--- config.mk ---
export PLATFORM = sky130hd
export DESIGN_NAME = rle_job_sched
export DESIGN_NICKNAME = d
export VERILOG_FILES = /design/src/rtl/rle_sched_pkg.sv /design/src/rtl/rle_job_fifo.sv /design/src/rtl/rle_job_sched.sv
export SDC_FILE = /design/constraint.sdc
export NUM_CORES = 1
export LEC_CHECK = 0
export CORE_MARGIN = 4
export CORE_UTILIZATION = 49
export DETAILED_ROUTE_END_ITERATION = 7
export GPL_TIMING_DRIVEN = 0
export HOLD_SLACK_MARGIN = 0.15
export PLACE_DENSITY = 0.76
export SETUP_SLACK_MARGIN = 0.2
export SLEW_MARGIN = 5
export SYNTH_ARGS = -nofsm -noshare
export SYNTH_HDL_FRONTEND = slang
export SYNTH_SLANG_ARGS = --single-unit
export TNS_END_PERCENT = 20
--- constraint.sdc ---
create_clock -name clk -period 5.45 [get_ports clk]
set_input_delay 0.545 -clock clk [delete_from_list [all_inputs] [get_ports clk]]
set_output_delay 0.545 -clock clk [all_outputs]
set_load 0.01 [all_outputs]
--- src/rtl/rle_sched_pkg.sv ---
// Shared types and constants for the RLE job scheduler: FSM states, job descriptor
// layout and the largest message size the 8-bit engine byte counter can take.
package rle_sched_pkg;

  typedef enum logic [2:0] {
    ST_IDLE,
    ST_LAUNCH,
    ST_ARM,
    ST_WAIT,
    ST_REPORT
  } sched_state_t;

  typedef struct packed {
    logic [31:0] msg_addr;
    logic [31:0] msg_size;
    logic [31:0] rle_addr;
  } job_desc_t;

  localparam logic [31:0] MAX_MSG_SIZE = 32'd255;

endpackage

--- src/rtl/rle_job_fifo.sv ---
// Job descriptor FIFO for rle_job_sched. Read data shows the head entry combinationally;
// pushes while full and pops while empty are dropped.
module rle_job_fifo
  import rle_sched_pkg::*;
#(
  parameter int unsigned DEPTH = 4
) (
  input  logic      clk,
  input  logic      reset,
  input  logic      push,
  input  job_desc_t push_data,
  input  logic      pop,
  output job_desc_t pop_data,
  output logic      full,
  output logic      empty
);

  localparam int unsigned AW = (DEPTH > 1) ? $clog2(DEPTH) : 1;

  // One extra pointer bit tells full from empty when the index bits match.
  logic [AW:0] wr_ptr;
  logic [AW:0] rd_ptr;
  job_desc_t   mem [DEPTH];
  logic        do_push;
  logic        do_pop;

  assign empty    = (wr_ptr == rd_ptr);
  assign full     = (wr_ptr[AW] != rd_ptr[AW]) && (wr_ptr[AW-1:0] == rd_ptr[AW-1:0]);
  assign do_push  = push && !full;
  assign do_pop   = pop && !empty;
  assign pop_data = mem[rd_ptr[AW-1:0]];

  always_ff @(posedge clk or posedge reset) begin
    if (reset) begin
      wr_ptr <= '0;
      rd_ptr <= '0;
    end else begin
      if (do_push) wr_ptr <= wr_ptr + 1'b1;
      if (do_pop)  rd_ptr <= rd_ptr + 1'b1;
    end
  end

  always_ff @(posedge clk) begin
    if (do_push) mem[wr_ptr[AW-1:0]] <= push_data;
  end

endmodule

--- src/rtl/rle_job_sched.sv ---
// Queues RLE job descriptors and runs them one at a time on the RLE engine.
// Define RLE_SCHED_TIMEOUT_EN to add a watchdog that aborts after TIMEOUT_CYCLES in WAIT.
module rle_job_sched
  import rle_sched_pkg::*;
#(
  parameter int unsigned FIFO_DEPTH     = 4,
  parameter int unsigned TIMEOUT_CYCLES = 4096
) (
  input  logic        clk,
  input  logic        reset,
  input  logic        job_valid,
  output logic        job_ready,
  input  logic [31:0] job_msg_addr,
  input  logic [31:0] job_msg_size,
  input  logic [31:0] job_rle_addr,
  output logic        eng_start,
  output logic [31:0] eng_message_addr,
  output logic [31:0] eng_message_size,
  output logic [31:0] eng_rle_addr,
  input  logic        eng_done,
  input  logic [31:0] eng_rle_size,
  output logic        res_valid,
  input  logic        res_ready,
  output logic [31:0] res_size,
  output logic [7:0]  res_tag,
  output logic        res_err,
  output logic        busy,
  output logic [15:0] jobs_done
);

  sched_state_t state;
  job_desc_t    push_desc;
  job_desc_t    head;
  logic         fifo_full;
  logic         fifo_empty;
  logic         fifo_pop;
  logic [7:0]   tag_cnt;

  assign push_desc = '{msg_addr: job_msg_addr, msg_size: job_msg_size, rle_addr: job_rle_addr};
  assign fifo_pop  = (state == ST_IDLE) && !fifo_empty;
  assign job_ready = !fifo_full;
  assign busy      = (state != ST_IDLE) || !fifo_empty;

  rle_job_fifo #(
    .DEPTH (FIFO_DEPTH)
  ) u_fifo (
    .clk       (clk),
    .reset     (reset),
    .push      (job_valid),
    .push_data (push_desc),
    .pop       (fifo_pop),
    .pop_data  (head),
    .full      (fifo_full),
    .empty     (fifo_empty)
  );

`ifdef RLE_SCHED_TIMEOUT_EN
  localparam logic [31:0] WD_LAST = 32'(TIMEOUT_CYCLES - 1);
  logic [31:0] wd_cnt;

  // Cleared on the LAUNCH->ARM edge so ARM counts as the first watchdog cycle.
  always_ff @(posedge clk or posedge reset) begin
    if (reset) begin
      wd_cnt <= '0;
    end else if (state == ST_LAUNCH) begin
      wd_cnt <= '0;
    end else if ((state == ST_ARM) || (state == ST_WAIT)) begin
      wd_cnt <= wd_cnt + 32'd1;
    end
  end
`endif

  always_ff @(posedge clk or posedge reset) begin
    if (reset) begin
      state            <= ST_IDLE;
      eng_start        <= 1'b0;
      eng_message_addr <= '0;
      eng_message_size <= '0;
      eng_rle_addr     <= '0;
      res_valid        <= 1'b0;
      res_size         <= '0;
      res_err          <= 1'b0;
      res_tag          <= '0;
      tag_cnt          <= '0;
      jobs_done        <= '0;
    end else begin
      eng_start <= 1'b0;
      unique case (state)
        ST_IDLE: begin
          if (!fifo_empty) begin
            eng_message_addr <= head.msg_addr;
            eng_message_size <= head.msg_size;
            eng_rle_addr     <= head.rle_addr;
            res_tag          <= tag_cnt;
            tag_cnt          <= tag_cnt + 8'd1;
            // Empty and oversize jobs are reported directly without touching the engine.
            if (head.msg_size == '0) begin
              res_size  <= '0;
              res_err   <= 1'b0;
              res_valid <= 1'b1;
              state     <= ST_REPORT;
            end else if (head.msg_size > MAX_MSG_SIZE) begin
              res_size  <= '0;
              res_err   <= 1'b1;
              res_valid <= 1'b1;
              state     <= ST_REPORT;
            end else begin
              eng_start <= 1'b1;
              state     <= ST_LAUNCH;
            end
          end
        end
        ST_LAUNCH: state <= ST_ARM;
        ST_ARM:    state <= ST_WAIT;
        ST_WAIT: begin
          if (eng_done) begin
            res_size  <= eng_rle_size;
            res_err   <= 1'b0;
            res_valid <= 1'b1;
            state     <= ST_REPORT;
          end
`ifdef RLE_SCHED_TIMEOUT_EN
          else if (wd_cnt >= WD_LAST) begin
            res_size  <= '0;
            res_err   <= 1'b1;
            res_valid <= 1'b1;
            state     <= ST_REPORT;
          end
`endif
        end
        ST_REPORT: begin
          if (res_ready) begin
            res_valid <= 1'b0;
            jobs_done <= jobs_done + 16'd1;
            state     <= ST_IDLE;
          end
        end
        default: state <= ST_IDLE;
      endcase
    end
  end

endmodule

==> reports/qor.yml, run 1 <==
outcome:
  outcome: "complete, no violations"
route:
  vias_per_cell: 5.395
  drt_iter0_drc: 978
  ant_nets: 0
  avgRoutedWirePerCell_um: 21.71
  drcViolationCount: 0
  routed_wl_mm: 46.48
  first_pass_iters: 5
  vias: 11550
placed_design:
  gp_congestion: 0.7916
  pre_cts_slack_ps: 1698
  dpl.hpwl_mm: 29.76
  io_buffers: 289
global_routing:
  grt_pass1_vias: 12210
  grt_max_degree: 95
  antenna_found_initial: 5
  grt_use_total_pct: 20.37
  grt_pass1_wl_mm: 72.29
  gr-total-overflow: 0
yosys:
  synthTopCellsByCount: "edfxtp_1 (384), nand2_1 (322), dfrtp_1 (172)"
  synth_top_area_share_pct: 55.30
  synth_most_common_cell: "edfxtp_1"
  synth_cell_types: 43
  synthesis.area_um2: 20850
  synth-main-ff-cell: "edfxtp_1"
  avgSynthCellArea_um2: 17.33
  seq_area_frac_synth_pct: 75.94
  synthArstFlopShare_pct: 30.94
  syn_inst: 1203
  ys_warn_count: 0
  syn_nets: 1343
  synth-edff-count: 384
  ys_top_cells_by_area: "edfxtp_1 (55%), dfrtp_1 (21%), mux4_2 (10%)"
  synth-seq-cells: 556
  yosysTopAreaCell: "edfxtp_1"
critical_path:
  critical_path.endpoint_type: "register"
  critPathKind: "reg -> reg"
  arrival_ps: 4150
  crit_required_ps: 5980
  r2r_slack_ps: 1830
  cp-start-kind: "register"
  cp_max_fo: 10
die:
  core_region_area_um2: 42040
  ios: 290
  fp.dieArea_um2: 45920
  start_util_pct: 49.60
  die_y_um: 214.3
  rows: 75
  fp.dieW_um: 214.3
timing:
  maxSlewViolCount: 0
  max_slew_margin_pct: 34.59
  min_period_over_period_pct: 66.46
  finalSetupViolCount: 0
  fin_ws_ps: 1828
  rsz0062_at_grt: "no"
  tightest_slew_ps: 981.2
  hold_violations: 0
  final.setup_skew_ps: 23.10
  period_needed_ps: 3622
  tns_ps: 0
  fmax_mhz: 276.1
final_layout:
  fin_nets: 1694
  drive_gt1_share_pct: 13.75
  area_growth_pct: 26.83
clocking:
  cts_root_buf: "clkbuf_16"
  cts.clk_slew.worst_paths_ps: 60
  h-tree-depth: 2
  cts_tree: "done"
  clkSinkCount: 556
  cts-buffers-inserted: 54
  post_cts_buffers: 0
  ctsResizeCount: 0
  ctsHoldBuffers: 0
  cts_buffer_depth: 3
  worstSkewPairLatency_ps: 590
power:
  p_leak_nw: 10.23
  ir_drop_mv: 0.3862
  p_per_area_nw_per_um2: 568.8
hold_path:
  worstHoldPathType: "in -> async"
job:
  drv_cap: 0
[path summary, 6_finish.rpt]
kind                             startpoint                    to  cells after the start
min reg2reg                eng_rle_addr[23]      eng_rle_addr[23]                      2
max in group asynchronous             reset  eng_message_size[23]                      3
max reg2reg                u_fifo.rd_ptr[1]      eng_rle_addr[30]                      9
max                        u_fifo.rd_ptr[1]      eng_rle_addr[30]                      9
min                                   reset      eng_rle_addr[18]                      2
min in group clk           eng_rle_addr[23]      eng_rle_addr[23]                      2
[stage by stage]
stage / total power, mW / instances / instance area (um2) / hold WS, ps / utilization, %
2_1_floorplan: 9.195 / 1203 / 20850 / 445.3 / -
6_report: 15.04 / 2141 / 26450 / 453.7 / 62.90
5_1_grt: 15.96 / 2140 / 26440 / 472.9 / 62.90
3_5_place_dp: 11.40 / 2037 / 24600 / 460.8 / 58.52
4_1_cts: 15.28 / 2139 / 26440 / 466.9 / 62.89
3_3_place_gp: 11.31 / 2031 / 24420 / 458.8 / 58.08
[logic make-up after synthesis]
| family | count (synthesis) | synth area share, % |
|---|---|---|
| fa+ha+maj | 7 | 0.4200 |
| mux | 99 | 10.57 |
| compound gates | 75 | 2.892 |
| xor+xnor | 29 | 1.218 |
| buf+inv | 63 | 1.608 |
| flops | 556 | 75.94 |
| simple gates | 374 | 7.351 |
[sequential cells by signal, summed over array words and instances, names as in the netlist]
signal and cells:
u_fifo.mem 384, eng_message_addr 32, eng_message_size 32, eng_rle_addr 32
res_size 32, jobs_done 16, res_tag 8, tag_cnt 8
state 3, u_fifo.rd_ptr 3, u_fifo.wr_ptr 3, eng_start 1
res_err 1, res_valid 1
[report_power, final]
group          total (mW)  switching, mW  internal (mW)
registers            6.18          0.436           5.74
clock network        3.81           1.53           2.28
logic                5.05           2.84           2.21
[cell type report]
class                           count  area (um2)
Timing Repair Buffer              295        3050
Sequential cell                   556       15840
Clock buffer                       75        1524
Inverter                            6       30.03
Buffer                             57       312.8
Antenna cell                        2       5.005
Clock inverter                     27       312.8
Multi-Input combinational cell    584        4701
Fill cell                        3002       15600
Tap cell                          539       674.4
[routing by layer]
metal  global-route usage [%]  routed length [um]  up-vias
li1                         -                   -     5219
met5                        0                  37        -
met1                    26.99               18940     5885
met3                    5.441                3476       73
met4                    5.468                 884        6
met2                    33.95               23140      367
[cells in the final DEF, fill, tap and decap left out, types with 6 or more instances in the layout]
cell | netlist | final
a21o_1 | 32 | 32
a22o_1 | 32 | 32
buf_1 | 7 | 7
buf_2 | 21 | 21
bufinv_16 | 0 | 7
clkbuf_1 | 22 | 37
clkbuf_16 | 0 | 57
clkdlybuf4s50_1 | 0 | 289
clkinv_1 | 0 | 6
clkinv_2 | 0 | 10
dfrtp_1 | 172 | 172
edfxtp_1 | 384 | 384
ha_1 | 7 | 7
mux4_2 | 94 | 94
nand2_1 | 322 | 322
nand3_1 | 10 | 10
nand4_1 | 6 | 6
xnor2_1 | 22 | 22
xor2_1 | 7 | 7
[worst max-delay path, stage by stage, from the launching register on]
cell and delay [ps]:
dfrtp_1 370, buf_2 230, buf_2 330, buf_2 400, xnor2_1 200, a31oi_1 570
clkbuf_1 800, buf_2 420, nand2_1 150, nand2_1 90
(Power assumes the default switching activity.)
==> run 2, diff against run 1 <==
Clock period 5.45 ns to 3.17 ns, I/O delays scaled along.
==> run 2 against run 1 <==
  * Register-to-register slack lost 1500 ps
  * Largest cell class unchanged
  * Sequential power up 72%
  * Setup slack lost 1500 ps
  * Fmax grew 27%
  * First-iteration DRC count is 20% lower
  * Combinational power rose by 77%
  * Die area unchanged
  * Flip-flop and latch count unchanged
  * Power increased by 73%
  * Clock power rose by 70%
==> reports/qor.yml, run 2 (synthesis gave the netlist of run 1 again) <==
global_routing:
  antenna_found_initial: 4  # -1
  grt_use_total_pct: 20.57  # +0.19 points
  grt_max_degree: 53  # -44%
  gr-total-overflow: 0  # unchanged
  grt_pass1_vias: 12350  # +1.2%
  grt_pass1_wl_mm: 72.86  # +0.78%
placed_design:
  placed_area_um2: 24650  # +0.20%
  dpl.hpwl_mm: 30.52  # +2.6%
  placed_cells: 2040  # +0.15%
  pre_cts_slack_ps: -501.4  # -2200 ps
  io_buffers: 289  # unchanged
  gp_congestion: 0.8005  # +1.1%
timing:
  max_slew_margin_pct: 34.59  # about the same
  maxSlewViolCount: 0  # unchanged
  min_period_over_period_pct: 89.81  # +23 points
  fmax_mhz: 351.3  # +27%
  final.setup_skew_ps: 14.49  # -8.604 ps
  fin_ws_ps: 323.1  # -1505 ps
  hold_violations: 0  # unchanged
  tightest_slew_ps: 981.1  # -0.08160 ps
  finalSetupViolCount: 0  # unchanged
  period_needed_ps: 2847  # -775.1 ps
  tns_ps: 0  # unchanged
  rsz0062_at_grt: "yes"
power:
  p_sw_mw: 8.445  # +76%
  p_leak_nw: 10.32  # +0.91%
  internal-power_mw: 17.57  # +72%
  clkPwrFrac_pct: 24.9  # -0.5 points
  p_per_area_nw_per_um2: 978.3  # +72%
  total_power_mw: 26.01  # +73%
  ir_drop_mv: 0.6723  # +74%
  pwr-share-seq_pct: 40.8  # -0.3 points
  power.share.combinational_pct: 34.3  # +0.7 points
  power.share.switching_pct: 32.47  # +0.50 points
route:
  drt_iter0_drc: 787  # -20%
  ant_nets: 0  # unchanged
  vias_per_cell: 5.410  # +0.29%
  first_pass_iters: 5  # unchanged
  avgRoutedWirePerCell_um: 22.40  # +3.2%
  vias: 11640  # +0.81%
  drcViolationCount: 0  # unchanged
  routed_wl_mm: 48.21  # +3.7%
critical_path:
  cpPeakStageDelay_ps: 550  # -250 ps
  cp_max_fo: 10  # unchanged
  r2r_slack_ps: 320  # -1500 ps
  path_buf_inv: 5  # unchanged
  critPathKind: "reg -> reg"
  rr_worst_depth: 8  # -1
  critical_path.endpoint_type: "register"
  crit_required_ps: 3650  # -2330 ps
  arrival_ps: 3320  # -830 ps
  crit_family: "buffers and inverters"
  reg2reg_to: "eng_message_addr[16]"
  r2r-start: "u_fifo.rd_ptr[1]"
  crit_chain: "buf_2 > buf_6 > buf_6 > buf_1 > clkbuf_1 > mux4_2 > nand2_1 > nand2_1"
  slowest_stage: "clkbuf_1"
  cp-start-kind: "register"
job:
  drv_cap: 0  # unchanged
final_layout:
  mostFrequentLayoutCells: "edfxtp_1 (384), nand2_1 (321), clkdlybuf4s50_1 (288)"
  final_common_cell: "edfxtp_1"
  largest_reg_flops: 384  # unchanged
  drive_gt1_share_pct: 14.84  # +1.1 points
  fin_nets: 1705  # +0.65%
  final_cell_area_um2: 26590  # +0.54%
  stdcell_count: 2152  # +0.51%
  area_growth_pct: 27.51
die:
  fp.dieArea_um2: 45920  # unchanged
  ios: 290  # unchanged
  rows: 75  # unchanged
  core_region_area_um2: 42040  # unchanged
  fp.dieW_um: 214.3  # unchanged
  die_y_um: 214.3  # unchanged
  start_util_pct: 49.60  # unchanged
hold_path:
  worstHoldPathType: "in -> reg"
  min_to: "state[2]"
  hold_depth: 2
  min-delay-start: "res_ready"
clocking:
  cts_root_buf: "clkbuf_16"
  cts_tree: "done"
  clkSinkCount: 556  # unchanged
  h-tree-depth: 2  # unchanged
  cts.clk_slew.worst_paths_ps: 60  # about the same
  worstSkewPairLatency_ps: 590  # about the same
  cts-buffers-inserted: 56  # +3.7%
  cts_buffer_depth: 3  # unchanged
outcome:
  outcome: "complete, no violations"
-- run 2: what timing repair did --
action / CTS / global route
gates resized for setup: 15 / 4
hold buffers: 1 / 0
buffers inserted: 0 / 1
gates cloned: 0 / 4
pin swaps: 1 / 4
hold endpoints to repair: 3 / 0
endpoints found under the setup margin: 524 / 285
-- run 2: metrics by stage --
stage / util, % / hold slack (ps)
2_1_floorplan: - / 415.9
3_3_place_gp: 58.09 / 456.0
3_5_place_dp: 58.64 / 461.1
4_1_cts: 63.10 / 286.8
5_1_grt: 63.24 / 333.3
6_report: 63.24 / 331.2
-- run 2: worst max path at each step --
stage | startpoint | endpoint | slack, ps | depth (start not counted)
finish | u_fifo.rd_ptr[1] | eng_message_addr[16] | 320 | 8
global route | u_fifo.rd_ptr[1] | eng_message_addr[16] | 100 | 10
CTS | u_fifo.rd_ptr[0] | res_valid | 100 | 9
detailed placement | u_fifo.rd_ptr[1] | eng_message_size[28] | -500 | 10
global placement | u_fifo.rd_ptr[1] | u_fifo.mem[3][3] | -3370 | 6
floorplan | u_fifo.rd_ptr[1] | u_fifo.mem[3][0] | -930 | 6
-- run 2: area by class of cell --
| type | instances | area [um2] |
|---|---|---|
| clock inverter | 31 | 286.5 |
| clock buffer | 73 | 1538 |
| multi-input combinational | 588 | 4762 |
| antenna | 2 | 5.005 |
| sequential | 556 | 15840 |
| tap | 539 | 674.4 |
| timing repair buffer | 300 | 3119 |
| buffer | 57 | 341.6 |
| inverter | 6 | 26.28 |
| fill | 3022 | 15450 |
-- run 2: power groups by stage --
stage,logic [mW],clock network (mW),registers [mW]
floorplan,4.81,0,11.0
global placement,8.60,0,10.9
detailed placement,8.89,0,10.8
CTS,8.98,6.62,10.6
global route,9.81,6.95,10.8
finish,8.92,6.47,10.6
-- run 2: worst register-to-register path, cell delays in order, from the launching register on --
cell      delay, ps
dfrtp_1         350
buf_2           260
buf_6           220
buf_6           210
buf_1           550
clkbuf_1        560
mux4_2          410
nand2_1         110
nand2_1          70
-- run 2: layer usage --
| layer | up-vias | share of wire (%) | track usage [%] | wire length (um) |
|---|---|---|---|---|
| met2 | 346 | 50 | 34.65 | 23870 |
| met4 | 4 | 2.3 | 6.138 | 1098 |
| met3 | 68 | 7.5 | 5.725 | 3597 |
| li1 | 5256 | - | - | - |
| met1 | 5969 | 41 | 26.44 | 19610 |
| met5 | - | 0.060 | 0 | 29 |
